===== config.mk =====
export PLATFORM = sky130hd
export DESIGN_NAME = dvi_frame_sequencer
export DESIGN_NICKNAME = d
export VERILOG_FILES = /design/src/rtl/dvi_frame_sequencer.sv
export SDC_FILE = /design/constraint.sdc
export NUM_CORES = 1
export LEC_CHECK = 0
export BUFFER_PORTS_ARGS = -buffer_cell sky130_fd_sc_hd__buf_2
export CAP_MARGIN = 10
export CORE_UTILIZATION = 29
export DETAILED_ROUTE_END_ITERATION = 10
export GPL_TIMING_DRIVEN = 0
export PLACE_DENSITY = 0.6
export SYNTH_ARGS = -nofsm -noshare
export SYNTH_HDL_FRONTEND = slang
export SYNTH_SLANG_ARGS = --single-unit

===== constraint.sdc =====
create_clock -name clk -period 1.6 [get_ports clk]
set_input_delay 0.32 -clock clk [delete_from_list [all_inputs] [get_ports clk]]
set_output_delay 0.32 -clock clk [all_outputs]
set_load 0.005 [all_outputs]

===== src/rtl/dvi_frame_sequencer.sv =====
// DVI timing controller: runs h/v counters, pulls pixels over ready/valid and
// drives DE, CTRL and data for the three TMDS channel encoders.
module dvi_frame_sequencer #(
  parameter int          H_ACTIVE = 640,
  parameter int          H_FP     = 16,
  parameter int          H_SYNC   = 96,
  parameter int          H_BP     = 48,
  parameter int          V_ACTIVE = 480,
  parameter int          V_FP     = 10,
  parameter int          V_SYNC   = 2,
  parameter int          V_BP     = 33,
  parameter bit          H_POL    = 1'b0,
  parameter bit          V_POL    = 1'b0,
  parameter logic [23:0] FILL_RGB = 24'h0000FF
) (
  input  logic       clk,
  input  logic       rst,
  input  logic       en,
  input  logic       pix_valid,
  input  logic [7:0] pix_r,
  input  logic [7:0] pix_g,
  input  logic [7:0] pix_b,
  output logic       pix_ready,
  output logic       de,
  output logic [1:0] ctrl0,
  output logic [1:0] ctrl1,
  output logic [1:0] ctrl2,
  output logic [7:0] data0,
  output logic [7:0] data1,
  output logic [7:0] data2,
  output logic       frame_start,
  output logic       underflow,
  input  logic       clr_underflow
);

  localparam int H_TOTAL = H_ACTIVE + H_FP + H_SYNC + H_BP;
  localparam int V_TOTAL = V_ACTIVE + V_FP + V_SYNC + V_BP;

  typedef enum logic [1:0] {IDLE, RUN, DRAIN} state_t;

  state_t      state;
  logic [11:0] hcnt;
  logic [11:0] vcnt;
  logic        active;
  logic        line_end;
  logic        frame_end;
  logic        hsync_raw;
  logic        vsync_raw;
  logic        consume_empty;

  assign active    = (hcnt < 12'(H_ACTIVE)) && (vcnt < 12'(V_ACTIVE));
  assign line_end  = (hcnt == 12'(H_TOTAL - 1));
  assign frame_end = (vcnt == 12'(V_TOTAL - 1));

  assign hsync_raw = (hcnt >= 12'(H_ACTIVE + H_FP) && hcnt < 12'(H_ACTIVE + H_FP + H_SYNC))
                     ? H_POL : ~H_POL;
  // vcnt only moves at line wrap, so vsync naturally holds for whole lines
  assign vsync_raw = (vcnt >= 12'(V_ACTIVE + V_FP) && vcnt < 12'(V_ACTIVE + V_FP + V_SYNC))
                     ? V_POL : ~V_POL;

  assign pix_ready     = (state != IDLE) && active;
  assign consume_empty = pix_ready && !pix_valid;

  assign ctrl1 = 2'b00;
  assign ctrl2 = 2'b00;

  always_ff @(posedge clk or posedge rst) begin
    if (rst) begin
      state       <= IDLE;
      hcnt        <= '0;
      vcnt        <= '0;
      de          <= 1'b0;
      ctrl0       <= {~V_POL, ~H_POL};
      data0       <= '0;
      data1       <= '0;
      data2       <= '0;
      frame_start <= 1'b0;
      underflow   <= 1'b0;
    end else begin
      case (state)
        IDLE: begin
          hcnt <= '0;
          vcnt <= '0;
          if (en) state <= RUN;
        end
        default: begin
          if (line_end) begin
            hcnt <= '0;
            vcnt <= frame_end ? 12'd0 : vcnt + 12'd1;
          end else begin
            hcnt <= hcnt + 12'd1;
          end
          // a drained frame always runs to its last clock before stopping
          if (state == RUN) begin
            if (!en) state <= DRAIN;
          end else if (en) begin
            state <= RUN;
          end else if (line_end && frame_end) begin
            state <= IDLE;
          end
        end
      endcase

      de          <= pix_ready;
      ctrl0       <= (state == IDLE) ? {~V_POL, ~H_POL} : {vsync_raw, hsync_raw};
      frame_start <= pix_ready && (hcnt == 12'd0) && (vcnt == 12'd0);

      if (pix_ready && pix_valid) begin
        data0 <= pix_b;
        data1 <= pix_g;
        data2 <= pix_r;
      end else if (pix_ready) begin
        data0 <= FILL_RGB[7:0];
        data1 <= FILL_RGB[15:8];
        data2 <= FILL_RGB[23:16];
      end else begin
        data0 <= '0;
        data1 <= '0;
        data2 <= '0;
      end

      if (consume_empty)      underflow <= 1'b1;
      else if (clr_underflow) underflow <= 1'b0;
    end
  end

endmodule


==> Word level (Yosys, flattened, before mapping) <==
Index checks and enable logic that the tools add are counted.
{ "totals": {"regBits": 55, "output_inout_bits": 34, "elab_cells": 61} }
{ "classes": {"n_addsub": 2, "order_cmp": 6, "n_eq_ne": 5, "muxes": 20, "n_reduce_logical": 18} }
{ "op_table": {"columns": ["cell", "n"], "rows": [
  ["2-to-1 mux 12 bit", 5],
  ["2-to-1 mux 8 bit", 4],
  ["adder 12 x 1 -> 12 bit, second input constant", 2],
  ["equality test 12 x 10 -> 1 bit, second input constant", 2],
  ["logical NOT 12 bit", 2],
  ["< comparator 12 x 10 -> 1 bit, second input constant", 2],
  ["< comparator 12 x 9 -> 1 bit, second input constant", 2],
  ["2-to-1 mux 2 bit", 7],
  [">= comparator 12 x 10 -> 1 bit, second input constant", 1],
  [">= comparator 12 x 9 -> 1 bit, second input constant", 1],
  ["logical AND 1 bit", 9],
  ["nonzero test 2 bit", 3],
  ["2-to-1 mux 1 bit", 4],
  ["!= test 3 x 2 -> 1 bit, second input constant", 1],
  ["AND reduction 3 bit", 1],
  ["nonzero test 3 bit", 1],
  ["equality test 2 x 1 -> 1 bit, second input constant", 1],
  ["logical NOT 2 bit", 1],
  ["!= test 2 bit, second input constant", 1],
  ["logical NOT 1 bit", 1]
]} }

==> Logic depth before layout (Yosys ltp) <==
Gate-level depths: netlist of the first run.
{ "logic_depth": {"ltp_word": 6, "depth_mapped": 6, "ltp_nobuf": 6} }

==> Worst setup path after synthesis of the first run <==
No wires, ideal clock.
{ "synth_path": {"path_kind": "reg2out", "from": "register hcnt[8]", "to": "output port pix_ready", "arrival_ps": 1437, "t_required_ps": 1280, "path_slack_ps": -157, "path_stages_with_launch": 5, "path_buffers": 1, "path_cell_list": "dfrtp_1 -> or4_1 -> nand3_1 -> clkbuf_1 -> inv_1"} }
{ "synth_between": {"elab_chain_cells": 3} }
{ "synth_rtl": {"columns": ["item", "line", "source"], "rows": [
  ["from (decl)", "42", "logic [11:0] hcnt;"],
  ["from (signal assigned)", "91", "hcnt <= hcnt + 12'd1;"],
  ["< comparator 12 x 10 -> 1 bit", "51", "assign active = (hcnt < 12'(H_ACTIVE)) && (vcnt < 12'(V_ACTIVE));"],
  ["logical AND 1 bit", "51", null],
  ["logical AND 1 bit", "61", "assign pix_ready = (state != IDLE) && active;"],
  ["to (decl)", "23", "output logic pix_ready,"]
]} }
No other way between the ends.

==> Worst setup path after layout of the first run <==
{ "layout_path": {"from": "register hcnt[7]", "to": "output port pix_ready"} }
Same word-level chain as after synthesis.

==> results of run 1 <==
[cells by family after synthesis]
logic type	count (synthesis)	synth area share (%)
AO/OA/AOI/OAI	34	8.04
other	1	0.152
adder cells (fa/ha/maj)	4	2.02
flip-flops	55	55.7
AND/OR/NAND/NOR	101	24.0
XOR/XNOR	12	4.25
buffers and inverters	31	5.82
[where the power goes]
| group | internal (W) | total [W] | switching [W] |
|---|---|---|---|
| Combinational | 0.000257 | 0.000518 | 0.000261 |
| Clock | 0.000317 | 0.000801 | 0.000484 |
| Sequential | 0.00149 | 0.00157 | 0.0000767 |
[flip-flops by register name, summed over array words and instances, names as in the netlist]
register and flops:
data0 8, frame_start 1, hcnt 12, state 2, underflow 1, vcnt 12
data2 8, de 1, ctrl0 2, data1 8
[worst paths after layout]
kind	startpoint	depth (start not counted)	endpoint	slack, ps
worst max-delay path	hcnt[7]	6	pix_ready	-400
min in group clk	en	2	state[1]	160
worst max register to register	hcnt[9]	10	frame_start	-260
worst min register to register	state[1]	1	state[1]	520
max in group asynchronous	rst	3	hcnt[10]	950
worst min-delay path	rst	2	data1[4]	100
[layer usage]
layer / track usage [%] / wire length, um / part of all wire [%]
met3: 2.66 / 237 / 4.3
met4: 4.74 / 99 / 1.8
met2: 20.9 / 2700 / 49
met1: 15.2 / 2430 / 44
met5: 0 / 0 / 0
[layout by cell type, fill, tap and decap left out, types with 2 or more instances in the layout]
cell        synthesis  layout
a21oi_1            13      10
a21oi_2             0       3
a31oi_1             6       5
and2_1             19      18
and3_1              3       3
and3_2              2       2
and4_1              6       3
and4_4              0       3
buf_2               3      58
buf_4               4      32
buf_6               1       3
clkbuf_1            5       2
clkbuf_8            0       6
clkinvlp_4          0       2
conb_1              1       4
dfrtp_1            53      48
dfrtp_2             0       5
dfstp_2             2       2
ha_1                4       3
inv_1              17      15
nand2_1            13       8
nand2_2             0       4
nand3_1            11       8
nand3_2             0       3
nand3b_1            2       2
nand4_1             9       9
nor2_1             15      13
nor3_1              5       4
nor4_4              1       4
o21ai_1             0       3
o21ai_2             0       4
o22ai_1             2       2
or3_1               4       3
or4_1               3       2
xnor2_1             4       4
xor2_1              8       8
[critical path, stage by stage, from the launching register on]
cell and delay [ps]:
dfrtp_1 400, nand2_1 70, or4_4 530, nand3_2 110, clkbuf_8 120, inv_2 30, buf_2 110
[stage by stage]
stage / std cells / hold slack [ps] / total power [W] / worst slack [ps]
after floorplan: 241 / 387 / 0.00182 / -50.5
after global placement: 403 / 474 / 0.00197 / -406
after detailed placement: 403 / 485 / 0.00198 / -403
after CTS: 430 / 151 / 0.00285 / -427
after global routing: 438 / 165 / 0.00304 / -465
final: 438 / 98.3 / 0.00289 / -400
[area by class of cell]
cell class,instances,area share [%]
inverters,17,1.95
flip-flops and latches,55,39.9
plain buffers,11,2.38
repair buffers,87,15.5
multi-input cells,155,33.8
well taps,105,3.79
clock inverters,3,0.685
clock buffers,5,1.98
[repair_timing]
action / CTS / global route
buffers inserted: 20 / 9
resized for setup: 35 / 32
endpoints found under the setup margin: 53 / 52
hold buffers: 0 / 0
pin swaps: 11 / 17
==> impl_metrics.env, run 1 <==
export IMPL_slew_headroom_pct=51.8
export IMPL_n_antenna_cell=0
export IMPL_num_rows=33
export IMPL_ys_flop_type="dfrtp_1"
export IMPL_rsz0062_at_grt="yes"
export IMPL_worstPathMaxFanout=4
export IMPL_setup_worst_path_end_class="primary output"
export IMPL_dp_hpwl_um=3530
export IMPL_max_freq_mhz=500
export IMPL_yosys_warnings=0
export IMPL_max_cap_viol_count=0
export IMPL_die_height_um=94.4
export IMPL_yosysSeqAreaShare_pct=55.7
export IMPL_power_density_nw_per_um2=832
export IMPL_path_class="flip-flop to primary output"
export IMPL_hold_viol=0
export IMPL_synth_enable_flop_cells=0
export IMPL_synth_most_common_cell="dfrtp_1"
export IMPL_synthCells=238
export IMPL_grt_pass1_vias=1910
export IMPL_start_kind="flip-flop"
export IMPL_grt_max_degree=56
export IMPL_layout_worst_path_cycle_share_pct=125
export IMPL_synthTopCellsByArea="dfrtp_1, and2_1, xor2_1, a21oi_1, inv_1"
export IMPL_peakVddDrop_mv=0.364
export IMPL_route_vias_total=2050
export IMPL_setup_violations=23
export IMPL_drc_errors=0
export IMPL_drtIter0Drc=75
export IMPL_tns_ps=-3180
export IMPL_leakage_nw=1.66
export IMPL_synth_distinct_cells=38
export IMPL_place_area_um2=2910
export IMPL_vias_per_cell=4.68
export IMPL_cts_max_level=2
export IMPL_finalClockSkew_ps=11.9
export IMPL_multi_input_comb_area_um2=1170
export IMPL_core_area_um2=8220
export IMPL_setup_slack_ps=-400
export IMPL_hold_class="primary input to asynchronous set/reset pin"
export IMPL_grt_pass1_wl_um=8630
export IMPL_violations="negative setup slack"
export IMPL_yosysTopAreaCellShare_pct=53.6
export IMPL_routedWlPerCell_um=12.5
export IMPL_routed_wl_um=5460
export IMPL_areaGrowthSynthToFinish_pct=40.2
export IMPL_die_w_um=94.4
export IMPL_cts_buffers=5
export IMPL_worst_pin_slew_ps=722
export IMPL_numPortBuffers=57
export IMPL_die_area_um2=8900
export IMPL_slew_viol_final=0
export IMPL_cts_sinks=55
export IMPL_antenna_found_initial=0
export IMPL_design_area_um2=3470
export IMPL_gp_congestion=0.793
export IMPL_root_buffer="clkbuf_8"
export IMPL_layout_drive_gt1_share_pct=45.0
export IMPL_post_route_min_period_ps=2000
export IMPL_required_ps=1280
export IMPL_async_reset_ff_share_pct=100
export IMPL_nNetsFinal=365
export IMPL_clk_latency_ps=320
export IMPL_detail_route_antenna_nets=0
export IMPL_arrival_ps=1680
export IMPL_syn_cell_area_um2=2470
export IMPL_io_pins=63
export IMPL_ys_seq_elements=55
export IMPL_avgSynthCellArea_um2=10.4
export IMPL_status="complete, but fails checks"
export IMPL_synth_top_cells_by_count="dfrtp_1, and2_1, inv_1"
export IMPL_clock_path_buffers=2
export IMPL_grt_total_usage_pct=12.3
export IMPL_grt_overflow_total=0
export IMPL_clk_pin_slew_ps=100
export IMPL_synth_largest_area_cell="dfrtp_1"
export IMPL_regArea_um2=1390
export IMPL_fillers=798
export IMPL_cts_tree="built"
export IMPL_final_core_util_pct=42.2
export IMPL_drtPass1Iterations=4
export IMPL_start_util_pct=30.1
(Power assumes the default switching activity.)
==> run 2: changes to the inputs <==
Settings changed: PLACE_DENSITY 0.6 to 0.58.
Clock period 1.6 ns to 1.9 ns, I/O delays scaled along.
==> run 2 against run 1 <==
  * The flow still finishes with violations (negative setup slack)
  * Utilization down 2.5 points
  * Wire length shrank 2.3%
  * Cell count is 2.7% lower
  * Via count down 2.4%
  * Sequential share of layout area up 2.4 points
  * Sequential power fell by 17%
  * Worst setup slack better by 320 ps
  * Critical endpoint unchanged
  * Largest power group unchanged
==> impl_metrics.env, run 2 (synthesis gave the netlist of run 1 again) <==
export IMPL_numPortBuffers=57
export IMPL_place_area_um2=2920
export IMPL_final_core_util_pct=39.7
export IMPL_ff2ff_setup_slack_ps=0
export IMPL_max_freq_mhz=505
export IMPL_reg2reg_from="hcnt[10]"
export IMPL_clk_latency_ps=310
export IMPL_io_pins=63
export IMPL_root_buffer="clkbuf_8"
export IMPL_hold_viol=0
export IMPL_max_cap_viol_count=0
export IMPL_cts_tree="built"
export IMPL_finalClockSkew_ps=10.1
export IMPL_areaGrowthSynthToFinish_pct=31.9
export IMPL_gp_congestion=0.830
export IMPL_layout_drive_gt1_share_pct=38.0
export IMPL_routed_wl_um=5340
export IMPL_grt_overflow_total=0
export IMPL_power_density_nw_per_um2=760
export IMPL_clk_pin_slew_ps=100
export IMPL_regToRegEndpoint="vcnt[7]"
export IMPL_rsz0062_at_grt="yes"
export IMPL_num_rows=33
export IMPL_grt_total_usage_pct=12.3
export IMPL_path_class="flip-flop to primary output"
export IMPL_drtIter0Drc=84
export IMPL_route_vias_total=2000
export IMPL_final_common_cell="buf_2"
export IMPL_leakage_nw=1.58
export IMPL_required_ps=1520
export IMPL_cts_max_level=2
export IMPL_setup_slack_ps=-81.2
export IMPL_setup_worst_path_end_class="primary output"
export IMPL_drc_errors=0
export IMPL_layout_worst_path_cycle_share_pct=104
export IMPL_detail_route_antenna_nets=0
export IMPL_die_w_um=94.4
export IMPL_worstPathMaxFanout=4
export IMPL_top_regs="hcnt x12, vcnt x12"
export IMPL_reg2reg_depth=5
export IMPL_slew_headroom_pct=60.2
export IMPL_cts_buffers=5
export IMPL_place_ws_ps=-229
export IMPL_die_area_um2=8900
export IMPL_peakVddDrop_mv=0.427
export IMPL_grt_max_degree=29
export IMPL_slew_viol_final=0
export IMPL_arrival_ps=1600
export IMPL_die_height_um=94.4
export IMPL_cts_sinks=55
export IMPL_final_cell_mix="buf_2, dfrtp_1, and2_1, buf_4, inv_1"
export IMPL_design_area_um2=3260
export IMPL_post_route_min_period_ps=1980
export IMPL_vias_per_cell=4.69
export IMPL_antenna_found_initial=0
export IMPL_routedWlPerCell_um=12.5
export IMPL_start_kind="flip-flop"
export IMPL_grt_pass1_wl_um=8570
export IMPL_setup_violations=2
export IMPL_drtPass1Iterations=4
export IMPL_worst_pin_slew_ps=596
export IMPL_nNetsFinal=353
export IMPL_n_antenna_cell=0
export IMPL_status="complete, but fails checks"
export IMPL_start_util_pct=30.1
export IMPL_violations="negative setup slack"
export IMPL_core_area_um2=8220
export IMPL_dp_hpwl_um=3620
export IMPL_hold_class="primary input to asynchronous set/reset pin"
export IMPL_grt_pass1_vias=1797
export IMPL_holdWs_ps=122
export IMPL_clock_path_buffers=2
-- run 2: cell types whose count changed in the layout (fill, tap and decap cells not counted), moves of 3 or more --
cell and delta:
nand2_1 +4, nand3_2 -3, buf_4 -13, o21ai_0 +5, nand2_2 -3
-- run 2: worst max-delay path by stage --
stage,start,to,depth (start not counted)
after floorplan,hcnt[8],pix_ready,4
after global placement,rst,vcnt[10],2
after detailed placement,vcnt[5],pix_ready,7
after CTS,hcnt[9],pix_ready,6
after global routing,hcnt[9],pix_ready,6
final,hcnt[8],pix_ready,4
-- run 2: stage by stage --
| step | power, W | cells | setup TNS [ps] |
|---|---|---|---|
| floorplan | 0.00153 | 241 | 0 |
| global placement | 0.00166 | 403 | -32110 |
| detailed placement | 0.00167 | 404 | -2260 |
| CTS | 0.00251 | 424 | -171 |
| global route | 0.00262 | 426 | -436 |
| finish | 0.00248 | 426 | -83.6 |
-- run 2: final cells by class --
cell class | count | area (um2)
buffer | 12 | 80.1
clock buffer | 6 | 82.6
clock inverter | 2 | 38.8
fill | 826 | 4950
inverter | 17 | 63.8
multi-input combinational | 155 | 1050
sequential | 55 | 1380
tap | 105 | 131
timing repair buffer | 74 | 429
-- run 2: power breakdown --
part,internal (W),switching [W]
Sequential,0.00126,0.0000576
Clock,0.000434,0.000386
Combinational,0.000168,0.000180
-- run 2: routing by layer --
layer	global-route usage, %	share of wire, %
met1	15.8	45
met2	20.8	49
met3	2.50	4.5
met4	3.85	1.3
met5	0	0
-- run 2: timing repair --
item | CTS | global route
hold buffers | 0 | 0
gates resized for setup | 21 | 15
endpoints found under the setup margin | 32 | 23
buffers inserted | 13 | 3
pin swaps | 7 | 7
-- run 2: worst max-delay path, stage by stage (launching register included) --
cell	delay, ps
dfrtp_2	440
or4_4	570
nand3_4	120
inv_2	40
buf_2	120
==> run 3: changes to the inputs <==
Settings changed: CORE_ASPECT_RATIO set to 1.75.
==> run 3 against run 2 <==
  * The flow still finishes with violations (negative setup slack)
  * Fmax decreased by 3.1%
  * Sequential power is essentially flat
  * Clock skew barely moved
  * Critical endpoint unchanged
  * Die area increased by 0.17%
  * Cell count is 2.1% lower
  * Cell area increased by 2.1%
  * Clock power up 20%
  * Worst hold slack got worse by 43 ps
  * Via count increased by 3.6%
==> impl_metrics.env, run 3 (synthesis gave the netlist of run 1 again) <==
export IMPL_regArea_um2=1380
export IMPL_rsz0062_at_grt="yes"
export IMPL_drtIter0Drc=93
export IMPL_status="complete, but fails checks"
export IMPL_detail_route_antenna_nets=0
export IMPL_clk_pin_slew_ps=70
export IMPL_setup_slack_ps=-145
export IMPL_areaGrowthSynthToFinish_pct=34.7
export IMPL_grt_total_usage_pct=14.7
export IMPL_leakage_nw=1.61
export IMPL_max_freq_mhz=489
export IMPL_dp_hpwl_um=4290
export IMPL_cts_tree="built"
export IMPL_cts_buffers=5
export IMPL_reg2reg_depth=5
export IMPL_die_area_um2=8920
export IMPL_finalClockSkew_ps=9.78
export IMPL_reg2reg_from="hcnt[10]"
export IMPL_route_vias_total=2071
export IMPL_setup_violations=3
export IMPL_cp_slowest_cell="or4_4"
export IMPL_core_area_um2=8260
export IMPL_cts_max_level=2
export IMPL_start_kind="flip-flop"
export IMPL_hold_viol=0
export IMPL_io_pins=63
export IMPL_die_height_um=124
export IMPL_ff2ff_setup_slack_ps=-20
export IMPL_grt_pass1_vias=2075
export IMPL_root_buffer="clkbuf_16"
export IMPL_layout_worst_path_cycle_share_pct=108
export IMPL_cpPeakStageDelay_ps=560
export IMPL_hold_class="primary input to asynchronous set/reset pin"
export IMPL_worstPathMaxFanout=4
export IMPL_num_rows=44
export IMPL_multi_input_comb_area_um2=1070
export IMPL_die_w_um=71.8
export IMPL_grt_pass1_wl_um=9940
export IMPL_vias_per_cell=4.97
export IMPL_final_core_util_pct=40.4
export IMPL_layout_drive_gt1_share_pct=39.4
export IMPL_clk_latency_ps=300
export IMPL_setup_worst_path_end_class="primary output"
export IMPL_cts_sinks=55
export IMPL_arrival_ps=1670
export IMPL_routedWlPerCell_um=14.6
export IMPL_power_density_nw_per_um2=807
export IMPL_cts_hold_buf=0
export IMPL_required_ps=1520
export IMPL_gp_congestion=0.829
export IMPL_critPathTopFamily="simple AND/OR/NAND/NOR gates"
export IMPL_start_util_pct=30.0
export IMPL_crit_buf_inv=3
export IMPL_final_common_cell="buf_2"
export IMPL_n_antenna_cell=0
export IMPL_drc_errors=0
export IMPL_clock_path_buffers=2
export IMPL_final_cell_mix="buf_2, dfrtp_1, buf_4"
export IMPL_violations="negative setup slack"
export IMPL_path_class="flip-flop to primary output"
export IMPL_numPortBuffers=57
export IMPL_routed_wl_um=6110
export IMPL_fillers=842
export IMPL_max_cap_viol_count=0
export IMPL_grt_max_degree=37
export IMPL_regToRegEndpoint="vcnt[7]"
export IMPL_tns_ps=-173
export IMPL_peakVddDrop_mv=0.362
export IMPL_antenna_found_initial=0
export IMPL_top_regs="hcnt x12, vcnt x12"
export IMPL_grt_overflow_total=0
export IMPL_drtPass1Iterations=4
export IMPL_slew_viol_final=0
export IMPL_nNetsFinal=357
export IMPL_post_route_min_period_ps=2050
export IMPL_crit_path_cell_trace="or4_4 > nand3_2 > clkbuf_8 > inv_2 > buf_2"
run 3: per-stage QoR:
step | area (um2) | hold slack (ps) | setup WS [ps] | instances | power [W]
2_1_floorplan | 2480 | 447 | 82.5 | 241 | 0.00153
3_3_place_gp | 2890 | 477 | -538 | 390 | 0.00166
3_5_place_dp | 2910 | 416 | -290 | 391 | 0.00168
4_1_cts | 3260 | 95.0 | -149 | 414 | 0.00272
5_1_grt | 3330 | 125 | -182 | 417 | 0.00281
6_report | 3330 | 79.5 | -145 | 417 | 0.00269
run 3: cell type report:
class,count,share of cell area [%]
Inverter,17,1.91
Clock buffer,6,4.17
Timing Repair Buffer,78,13.7
Clock inverter,2,0.526
Sequential cell,55,41.5
Multi-Input combinational cell,155,32.1
Buffer,12,2.74
Tap cell,92,3.45
run 3: worst max path at each step:
stage               startpoint         to  depth (start not counted)
finish                 hcnt[8]  pix_ready                          5
global placement           rst    hcnt[0]                          2
CTS                    hcnt[8]  pix_ready                          5
floorplan              hcnt[8]  pix_ready                          4
detailed placement     hcnt[8]  pix_ready                          5
global route          hcnt[10]  pix_ready                          5
run 3: layer usage:
layer	routed length, um	vias up	GRT usage [%]
li1	-	989	-
met1	2110	1033	13.7
met2	3690	35	30.0
met3	130	14	2.10
met4	170	0	7.23
met5	0	-	0
run 3: report_power, final:
group          total, W  internal, W  switching [W]
logic          0.000390     0.000190       0.000201
clock network  0.000982     0.000535       0.000446
registers       0.00132      0.00126      0.0000632
total           0.00269      0.00198       0.000710
run 3: timing repair:
action | 4_1_cts | 5_1_grt
pin swaps | 5 | 9
buffers inserted | 16 | 4
cloned | 0 | 0
endpoints found under the hold margin | 0 | 0
resized for setup | 25 | 15
endpoints found under the setup margin | 29 | 21
